--- config.mk ---
export PLATFORM = sky130hd
export DESIGN_NAME = vm_text_writer
export DESIGN_NICKNAME = d
export VERILOG_FILES = /design/src/rtl/vm_pkg.sv /design/src/rtl/vm_cursor.sv /design/src/rtl/vm_text_writer.sv
export SDC_FILE = /design/constraint.sdc
export NUM_CORES = 1
export LEC_CHECK = 0
export CORE_ASPECT_RATIO = 0.8
export CORE_MARGIN = 2
export CORE_UTILIZATION = 55
export CTS_BUF_LIST = sky130_fd_sc_hd__clkbuf_8
export DETAILED_ROUTE_END_ITERATION = 16
export GPL_TIMING_DRIVEN = 0
export PLACE_DENSITY_LB_ADDON = 0.12
export SKIP_LAST_GASP = 1
export SLEW_MARGIN = 25
export SYNTH_ARGS = -nofsm -noshare
export SYNTH_HDL_FRONTEND = slang
export SYNTH_HIERARCHICAL = 1
export SYNTH_SLANG_ARGS = --single-unit
--- constraint.sdc ---
create_clock -name write_clk -period 3.2 [get_ports write_clk]
set_input_delay 0.64 -clock write_clk [delete_from_list [all_inputs] [get_ports write_clk]]
set_output_delay 0.64 -clock write_clk [all_outputs]
set_load 0.005 [all_outputs]
--- src/rtl/vm_pkg.sv ---
// Shared constants, ASCII codes and writer state encoding for the text writer slice.
package vm_pkg;
    localparam int CH_COLS = 160;
    localparam int CH_ROWS = 60;
    localparam int CH_W    = 4;
    localparam int CH_H    = 8;
    localparam int ADDR_W  = 14;

    localparam logic [7:0] ASCII_BS    = 8'h08;
    localparam logic [7:0] ASCII_LF    = 8'h0A;
    localparam logic [7:0] ASCII_FF    = 8'h0C;
    localparam logic [7:0] ASCII_CR    = 8'h0D;
    localparam logic [7:0] ASCII_SPACE = 8'h20;
    localparam logic [7:0] ASCII_TILDE = 8'h7E;

    typedef enum logic [1:0] {
        ST_IDLE,
        ST_WRITE,
        ST_CLEAR
    } state_t;

    function automatic logic is_printable(input logic [7:0] c);
        return (c >= ASCII_SPACE) && (c <= ASCII_TILDE);
    endfunction
endpackage

--- src/rtl/vm_cursor.sv ---
// Text cursor: column/row counters with advance, newline, carriage return,
// backspace and home controls. Rows wrap to 0 (no scrolling).
module vm_cursor #(
    parameter int COLS = 160,
    parameter int ROWS = 60
) (
    input  logic       clk,
    input  logic       rst,
    input  logic       home,
    input  logic       inc,
    input  logic       newline,
    input  logic       cr,
    input  logic       backspace,
    output logic [7:0] col,
    output logic [5:0] row
);
    logic [7:0] col_q, col_d;
    logic [5:0] row_q, row_d;
    logic [5:0] row_next;

    assign row_next = (row_q == 6'(ROWS - 1)) ? 6'd0 : row_q + 6'd1;

    always_comb begin
        col_d = col_q;
        row_d = row_q;
        if (home) begin
            col_d = '0;
            row_d = '0;
        end else if (inc) begin
            if (col_q == 8'(COLS - 1)) begin
                col_d = '0;
                row_d = row_next;
            end else begin
                col_d = col_q + 8'd1;
            end
        end else if (newline) begin
            col_d = '0;
            row_d = row_next;
        end else if (cr) begin
            col_d = '0;
        end else if (backspace && (col_q != 8'd0)) begin
            col_d = col_q - 8'd1;
        end
    end

    always_ff @(posedge clk) begin
        if (rst) begin
            col_q <= '0;
            row_q <= '0;
        end else begin
            col_q <= col_d;
            row_q <= row_d;
        end
    end

    assign col = col_q;
    assign row = row_q;
endmodule

--- src/rtl/vm_text_writer.sv ---
// Terminal-style character writer: accepts ASCII over valid/ready, interprets
// CR/LF/BS/FF and drives the character video memory write port.
module vm_text_writer #(
    parameter int CH_COLS        = 160,
    parameter int CH_ROWS        = 60,
    parameter int ADDR_W         = 14,
    parameter bit CLEAR_ON_RESET = 1'b1
) (
    input  logic              write_clk,
    input  logic              write_rst,
    input  logic [7:0]        in_ch,
    input  logic              in_valid,
    output logic              in_ready,
    output logic [ADDR_W-1:0] vm_wr_addr,
    output logic [7:0]        vm_ch_out,
    output logic              vm_ch_write_enable,
    output logic [7:0]        cur_col,
    output logic [5:0]        cur_row
);
    import vm_pkg::*;

    localparam int CELLS = CH_COLS * CH_ROWS;

    state_t            state_q, state_d;
    logic [ADDR_W-1:0] addr_q, addr_d;
    logic [7:0]        ch_q, ch_d;
    logic              we_q, we_d;
    logic              adv_q, adv_d;
    logic [ADDR_W-1:0] clr_cnt_q, clr_cnt_d;
    logic              cur_home, cur_inc, cur_nl, cur_cr, cur_bs;
    logic              accept;
    logic [ADDR_W-1:0] cell_addr;

    assign in_ready  = (state_q == ST_IDLE) && !write_rst;
    assign accept    = in_valid && in_ready;
    assign cell_addr = ADDR_W'(cur_row) * ADDR_W'(CH_COLS) + ADDR_W'(cur_col);

    always_comb begin
        state_d   = state_q;
        addr_d    = addr_q;
        ch_d      = ch_q;
        we_d      = 1'b0;
        adv_d     = adv_q;
        clr_cnt_d = clr_cnt_q;
        cur_home  = 1'b0;
        cur_inc   = 1'b0;
        cur_nl    = 1'b0;
        cur_cr    = 1'b0;
        cur_bs    = 1'b0;
        case (state_q)
            ST_IDLE: begin
                if (accept) begin
                    if (is_printable(in_ch)) begin
                        addr_d  = cell_addr;
                        ch_d    = in_ch;
                        we_d    = 1'b1;
                        adv_d   = 1'b1;
                        state_d = ST_WRITE;
                    end else begin
                        case (in_ch)
                            ASCII_CR: cur_cr = 1'b1;
                            ASCII_LF: cur_nl = 1'b1;
                            ASCII_BS: begin
                                if (cur_col != 8'd0) begin
                                    // Cursor steps back now; the blank lands on the new position.
                                    cur_bs  = 1'b1;
                                    addr_d  = cell_addr - ADDR_W'(1);
                                    ch_d    = ASCII_SPACE;
                                    we_d    = 1'b1;
                                    adv_d   = 1'b0;
                                    state_d = ST_WRITE;
                                end
                            end
                            ASCII_FF: begin
                                clr_cnt_d = '0;
                                state_d   = ST_CLEAR;
                            end
                            default: ;
                        endcase
                    end
                end
            end
            ST_WRITE: begin
                cur_inc = adv_q;
                state_d = ST_IDLE;
            end
            ST_CLEAR: begin
                // Leave only once the final cell's strobe has been on the bus.
                if (clr_cnt_q == ADDR_W'(CELLS)) begin
                    cur_home = 1'b1;
                    state_d  = ST_IDLE;
                end else begin
                    we_d      = 1'b1;
                    addr_d    = clr_cnt_q;
                    ch_d      = ASCII_SPACE;
                    clr_cnt_d = clr_cnt_q + ADDR_W'(1);
                end
            end
            default: state_d = ST_IDLE;
        endcase
    end

    always_ff @(posedge write_clk) begin
        if (write_rst) begin
            state_q   <= CLEAR_ON_RESET ? ST_CLEAR : ST_IDLE;
            addr_q    <= '0;
            ch_q      <= '0;
            we_q      <= 1'b0;
            adv_q     <= 1'b0;
            clr_cnt_q <= '0;
        end else begin
            state_q   <= state_d;
            addr_q    <= addr_d;
            ch_q      <= ch_d;
            we_q      <= we_d;
            adv_q     <= adv_d;
            clr_cnt_q <= clr_cnt_d;
        end
    end

    vm_cursor #(
        .COLS(CH_COLS),
        .ROWS(CH_ROWS)
    ) u_cursor (
        .clk      (write_clk),
        .rst      (write_rst),
        .home     (cur_home),
        .inc      (cur_inc),
        .newline  (cur_nl),
        .cr       (cur_cr),
        .backspace(cur_bs),
        .col      (cur_col),
        .row      (cur_row)
    );

    assign vm_wr_addr         = addr_q;
    assign vm_ch_out          = ch_q;
    assign vm_ch_write_enable = we_q;
endmodule

== After elaboration in Yosys (flattened, before gate mapping) ==
Cells that the tools add are included.
Storage, ports and cells
  register bits after elaboration: 54
  output and inout port bits: 38
  logic and storage cells: 109
Cells by class
  $add $sub $neg: 6
  multipliers: 1
  order comparisons: 2
  eq/ne operators: 19
  mux-type cells: 55
  reduce and logical (&&, ||, !) cells: 18
Operator list (count)
  14-bit two-way mux: 9
  8-bit two-way mux: 10
  14-bit case mux with 2 select lines: 2
  8-bit by 4-bit == test with 1-bit output, second input constant: 4
  6-bit two-way mux: 4
  1-bit two-way mux: 22
  8-bit case mux with 2 select lines: 1
  14-bit by 1-bit adder with 14-bit output, second input constant: 1
  14-bit by 8-bit adder with 14-bit output: 1
  14-bit == test, second input constant: 1
  14-bit by 1-bit subtractor with 14-bit output, second input constant: 1
  5-bit AND reduction: 2
  6-bit by 3-bit multiplier with 9-bit output, second input constant: 1
  8-bit by 1-bit adder with 8-bit output, second input constant: 1
  8-bit == test, second input constant: 1
  8-bit by 6-bit greater-or-equal comparator with 1-bit output, second input constant: 1
  8-bit by 7-bit less-or-equal comparator with 1-bit output, second input constant: 1
  2-bit two-way mux: 4
  2-bit != test, second input constant: 4
  2-bit case mux with 2 select lines: 2
  4-bit AND reduction: 2
  2-bit nonzero test: 4
  8-bit nonzero test: 1
  8-bit by 1-bit subtractor with 8-bit output, second input constant: 1
  15 further kinds: 20

== Depth between registers and ports, before layout ==
  word-level depth: 11
  mapped depth: 11

== Cells and area by module ==
The synthesis kept the hierarchy.
Modules (own cells, without submodules)
  vm_text_writer: instances 1, cells each 328, area an instance 2588.7 um^2, sequential area each 800.8 um^2
  vm_cursor: instances 1, cells each 134, area an instance 1069.8 um^2, sequential area each 280.3 um^2

== Least setup slack after synthesis ==
Ideal clock, no wire load.
  path kind: input to register
  start: input port in_ch[7]
  end: register addr_q[13], in the netlist vm_wr_addr[13]
  library setup time: 0.130 ns
  data arrival time: 2.832 ns
  setup slack: 0.238 ns
  cell stages on the path: 7
  buffers on the path: 0
  path through: or4_1 -> or3b_1 -> or3_4 -> a32oi_4 -> nand3_2 -> a2111oi_2 -> a21oi_1
On the way
  cells in the longest elaborated chain, start to end: 5
  elaborated cells on any way between the ends: 10
RTL lines
  start, declared: line vm_text_writer.sv:11  | input logic [7:0] in_ch,
  8-bit by 6-bit greater-or-equal comparator with 1-bit output / 8-bit by 7-bit less-or-equal comparator with 1-bit output (equally long branches): line vm_pkg.sv:23  | return (c >= ASCII_SPACE) && (c <= ASCII_TILDE);
  1-bit logical AND: line vm_pkg.sv:23
  14-bit two-way mux: line vm_text_writer.sv:53  | if (is_printable(in_ch)) begin
  14-bit two-way mux: line vm_text_writer.sv:52  | if (accept) begin
  14-bit case mux with 2 select lines: line vm_text_writer.sv:50  | case (state_q)
  end signal, assigned: line vm_text_writer.sv:113  | addr_q <= addr_d;
  end, declared: line vm_text_writer.sv:25  | logic [ADDR_W-1:0] addr_q, addr_d;
Several ways; a longest one is shown, not always the timed one. The select of a mux whose other input is x is not followed.
A chain may end at the register's enable or synchronous reset.

== Worst setup path in the final report ==
Ends and elaborated chain as after synthesis.

==> flow_metrics.env <==
export IMPL_status="complete, no violations"
export IMPL_yosysTopAreaCellShare_pct=29.55
export IMPL_crit_buf_inv=1
export IMPL_final_instance_count_excl_fill=608
export IMPL_hold_viol=0
export IMPL_grt_start_max_net_pins=17
export IMPL_yosys_top_cells_count="dfxtp_1, nor2_1, a21oi_1, nand2_1, nand3_1"
export IMPL_antenna_left=0
export IMPL_setup_viol=0
export IMPL_critPathMaxFanout=4
export IMPL_placedCellCount=594
export IMPL_fillers=542
export IMPL_drtIter0Drc=319
export IMPL_core_area_sq_um=6409
export IMPL_ios=49
export IMPL_ys_warnings_count=6
export IMPL_synth_most_common_cell="dfxtp_1"
export IMPL_vias=3771
export IMPL_dieHeight_microns=76.95
export IMPL_drv_slew=0
export IMPL_detailed_place_hpwl_microns=7424
export IMPL_slew_headroom_pct=58.46
export IMPL_peakVddDrop_mv=0.2002
export IMPL_crit_type="primary input to flop"
export IMPL_power_density_nw_per_um2=276.6
export IMPL_worstPathArrival_ps=3380
export IMPL_reg2regPathDepth=10
export IMPL_tightest_slew_ps=623.1
export IMPL_areaGrowthSynthToFinish_pct=22.85
export IMPL_antenna_found_initial=0
export IMPL_synth_main_ff_cell="dfxtp_1"
export IMPL_grt_pass1_vias=3433
export IMPL_async_reset_ff_share_pct=0
export IMPL_dr_pass1_iters=5
export IMPL_r2r_end="vm_wr_addr[13]"
export IMPL_crit_path_end="vm_wr_addr[13]"
export IMPL_ys_ff_latch=54
export IMPL_timing_setup_tns_ps=0
export IMPL_cts_tree="built"
export IMPL_synth_avg_cell_area_sq_um=7.919
export IMPL_worst_setup_path_end_kind="flop"
export IMPL_drive_gt1_share_pct=10.11
export IMPL_dieArea_sq_um=7324
export IMPL_hp_class="flop to flop"
export IMPL_cts_made_buffers=5
export IMPL_synthCells=462
export IMPL_cts_sinks=54
export IMPL_rsz0062_at_grt="yes"
export IMPL_track_usage_pct=28.17
export IMPL_dieWidth_microns=95.19
export IMPL_syn_num_nets=494
export IMPL_fmaxAchievable_mhz=314.9
export IMPL_skew_ps=2.365
export IMPL_critPathLaunchType="primary input"
export IMPL_holdWs_ps=466.8
export IMPL_min_period_ps=3175
export IMPL_ys_seq_area_share_pct=29.55
export IMPL_cpMaxStageDelayCell="or4_4"
export IMPL_fin_ws_ps=24.76
export IMPL_drc_errors=0
export IMPL_start_util_pct=57.09
export IMPL_synth_distinct_cells=69
export IMPL_finalPower_uw=1243
export IMPL_slowest_delay_ps=560
export IMPL_r2r_slack_ps=250
export IMPL_maxCapViolCount=0
export IMPL_fin_nets=555
export IMPL_seqCellArea_sq_um=1081
export IMPL_crit_required_ps=3400
export IMPL_worstPathCellList="clkdlybuf4s50_1 > or4_4 > or3b_4 > or3_4 > a32oi_4 > nand3_2 > a2111oi_2 > a21oi_1"
export IMPL_synth_edf_count=0
export IMPL_yosys_area_top_type="dfxtp_1"
export IMPL_clockRootBuffer="clkbuf_8"
export IMPL_netlist_top_cells_area="dfxtp_1, ha_1, a21oi_1, nor2_1, nand2_1"
export IMPL_dp_worst_setup_slack_ps=-884.6
export IMPL_grt_pass1_wl_microns=16650
export IMPL_crit_cells=8
export IMPL_totalWireLength_microns=10090
export IMPL_n_antenna_cell=0
export IMPL_cp_top_family="simple AND/OR/NAND/NOR gates"
export IMPL_avgViaCountPerCell=6.202
export IMPL_io_buffers=48
export IMPL_leakagePower_uw=0.001695
export IMPL_post_drt_wl_per_cell_microns=16.59
export IMPL_overflow=0
export IMPL_clk_latency_ps=310
export IMPL_gp_congestion=0.9458
export IMPL_crit_start="in_ch[7]"
export IMPL_rows=26
export IMPL_clk_pin_slew_ps=100
export IMPL_cts_htree_levels=2
export IMPL_clockBufferDepth=2
export IMPL_fin_crit_sh_pct=99.23
export IMPL_synth_area_sq_um=3659
export IMPL_r2r_start="u_cursor/row[3]"
export IMPL_multi_input_area_sq_um=2479
placed cells by master (no fill, tap or decap), types with 6 or more instances in the layout:
cell             Yosys  final
xor2_1              11     11
or3_1                9      9
o21ai_0             19     19
a21oi_1             43     43
a211oi_1             9      8
nand4_1             14     14
nor3_1              17     17
ha_1                19     19
dfxtp_1             54     54
a31oi_1              6      6
and2_1               6      6
nor2_1              47     46
and3_1               7      7
inv_1               19     20
clkbuf_1            10      9
xnor2_1             11     11
buf_4                1      8
clkdlybuf4s50_1      0     45
nand2_1             33     33
nand3_1             20     20
nor4_1               6      6
state kept, by name, indices dropped and copies added (netlist names):
| name | cells |
|---|---|
| clr_cnt_q | 14 |
| vm_wr_addr | 14 |
| u_cursor/col | 8 |
| vm_ch_out | 8 |
| u_cursor/row | 6 |
| state_q | 2 |
| adv_q | 1 |
| vm_ch_write_enable | 1 |
where the power goes:
group          leakage (uW)  switching, uW  internal [uW]
Sequential         0.000437           5.54            678
Clock             0.0000556            235            231
Combinational       0.00120           52.6           41.2
how the worst min path moves through the flow:
stage,cells past startpoint,endpoint,start
floorplan,2,vm_ch_out[0],vm_ch_out[0]
global placement,2,vm_ch_out[4],vm_ch_out[4]
detailed placement,2,vm_ch_out[2],vm_ch_out[2]
CTS,2,vm_ch_out[2],vm_ch_out[2]
global route,2,vm_ch_out[0],vm_ch_out[0]
finish,2,vm_ch_out[4],vm_ch_out[4]
per-stage QoR:
stage,utilization (%),cell area (sq um)
after detailed placement,66.22,4244
final,70.13,4494
after global routing,70.13,4494
after CTS,69.25,4438
after global placement,66.22,4244
after floorplan,-,3659
kinds of logic (layout without fill, tap and decap cells):
kind of cell | after synthesis | count (layout) | synth area share (%)
muxes | 2 | 2 | 0.5472
buffers and inverters | 40 | 102 | 4.651
and+or+nand+nor | 199 | 199 | 29.17
AOI/OAI and AO/OA | 124 | 124 | 23.22
adders and majority gates | 21 | 21 | 7.592
xor gates and xnor gates | 22 | 22 | 5.267
DFF | 54 | 54 | 29.55
worst register-to-register path, stage by stage, from the launching register on:
cell,delay (ps)
dfxtp_1,520
ha_1,300
ha_1,230
fa_1,410
xor2_1,310
nand2_1,210
nor4b_2,410
nand3_1,120
a21oi_1,160
mux2i_1,90
a21oi_1,130
area by class of cell:
type / instances / share of cell area [%]
tap: 84 / 2.339
buffer: 20 / 2.478
multi-input combinational: 368 / 55.15
clock buffer: 5 / 1.531
timing repair buffer: 55 / 11.94
clock inverter: 3 / 0.9187
inverter: 19 / 1.587
sequential: 54 / 24.05
timing repair:
action,CTS,global route
pin swaps,2,8
gates resized for setup,16,11
setup buffers,4,3
hold buffers,0,0
endpoints found under the setup margin,36,28
routing by layer:
metal | global-route usage (%) | part of all wire, % | vias up
met5 | 0 | 0 | -
li1 | - | - | 1835
met4 | 8.116 | 1.9 | 0
met2 | 41.41 | 42 | 187
met3 | 3.929 | 8.9 | 19
met1 | 42.52 | 47 | 1730
No activity file was read; power rests on OpenSTA's default activity.
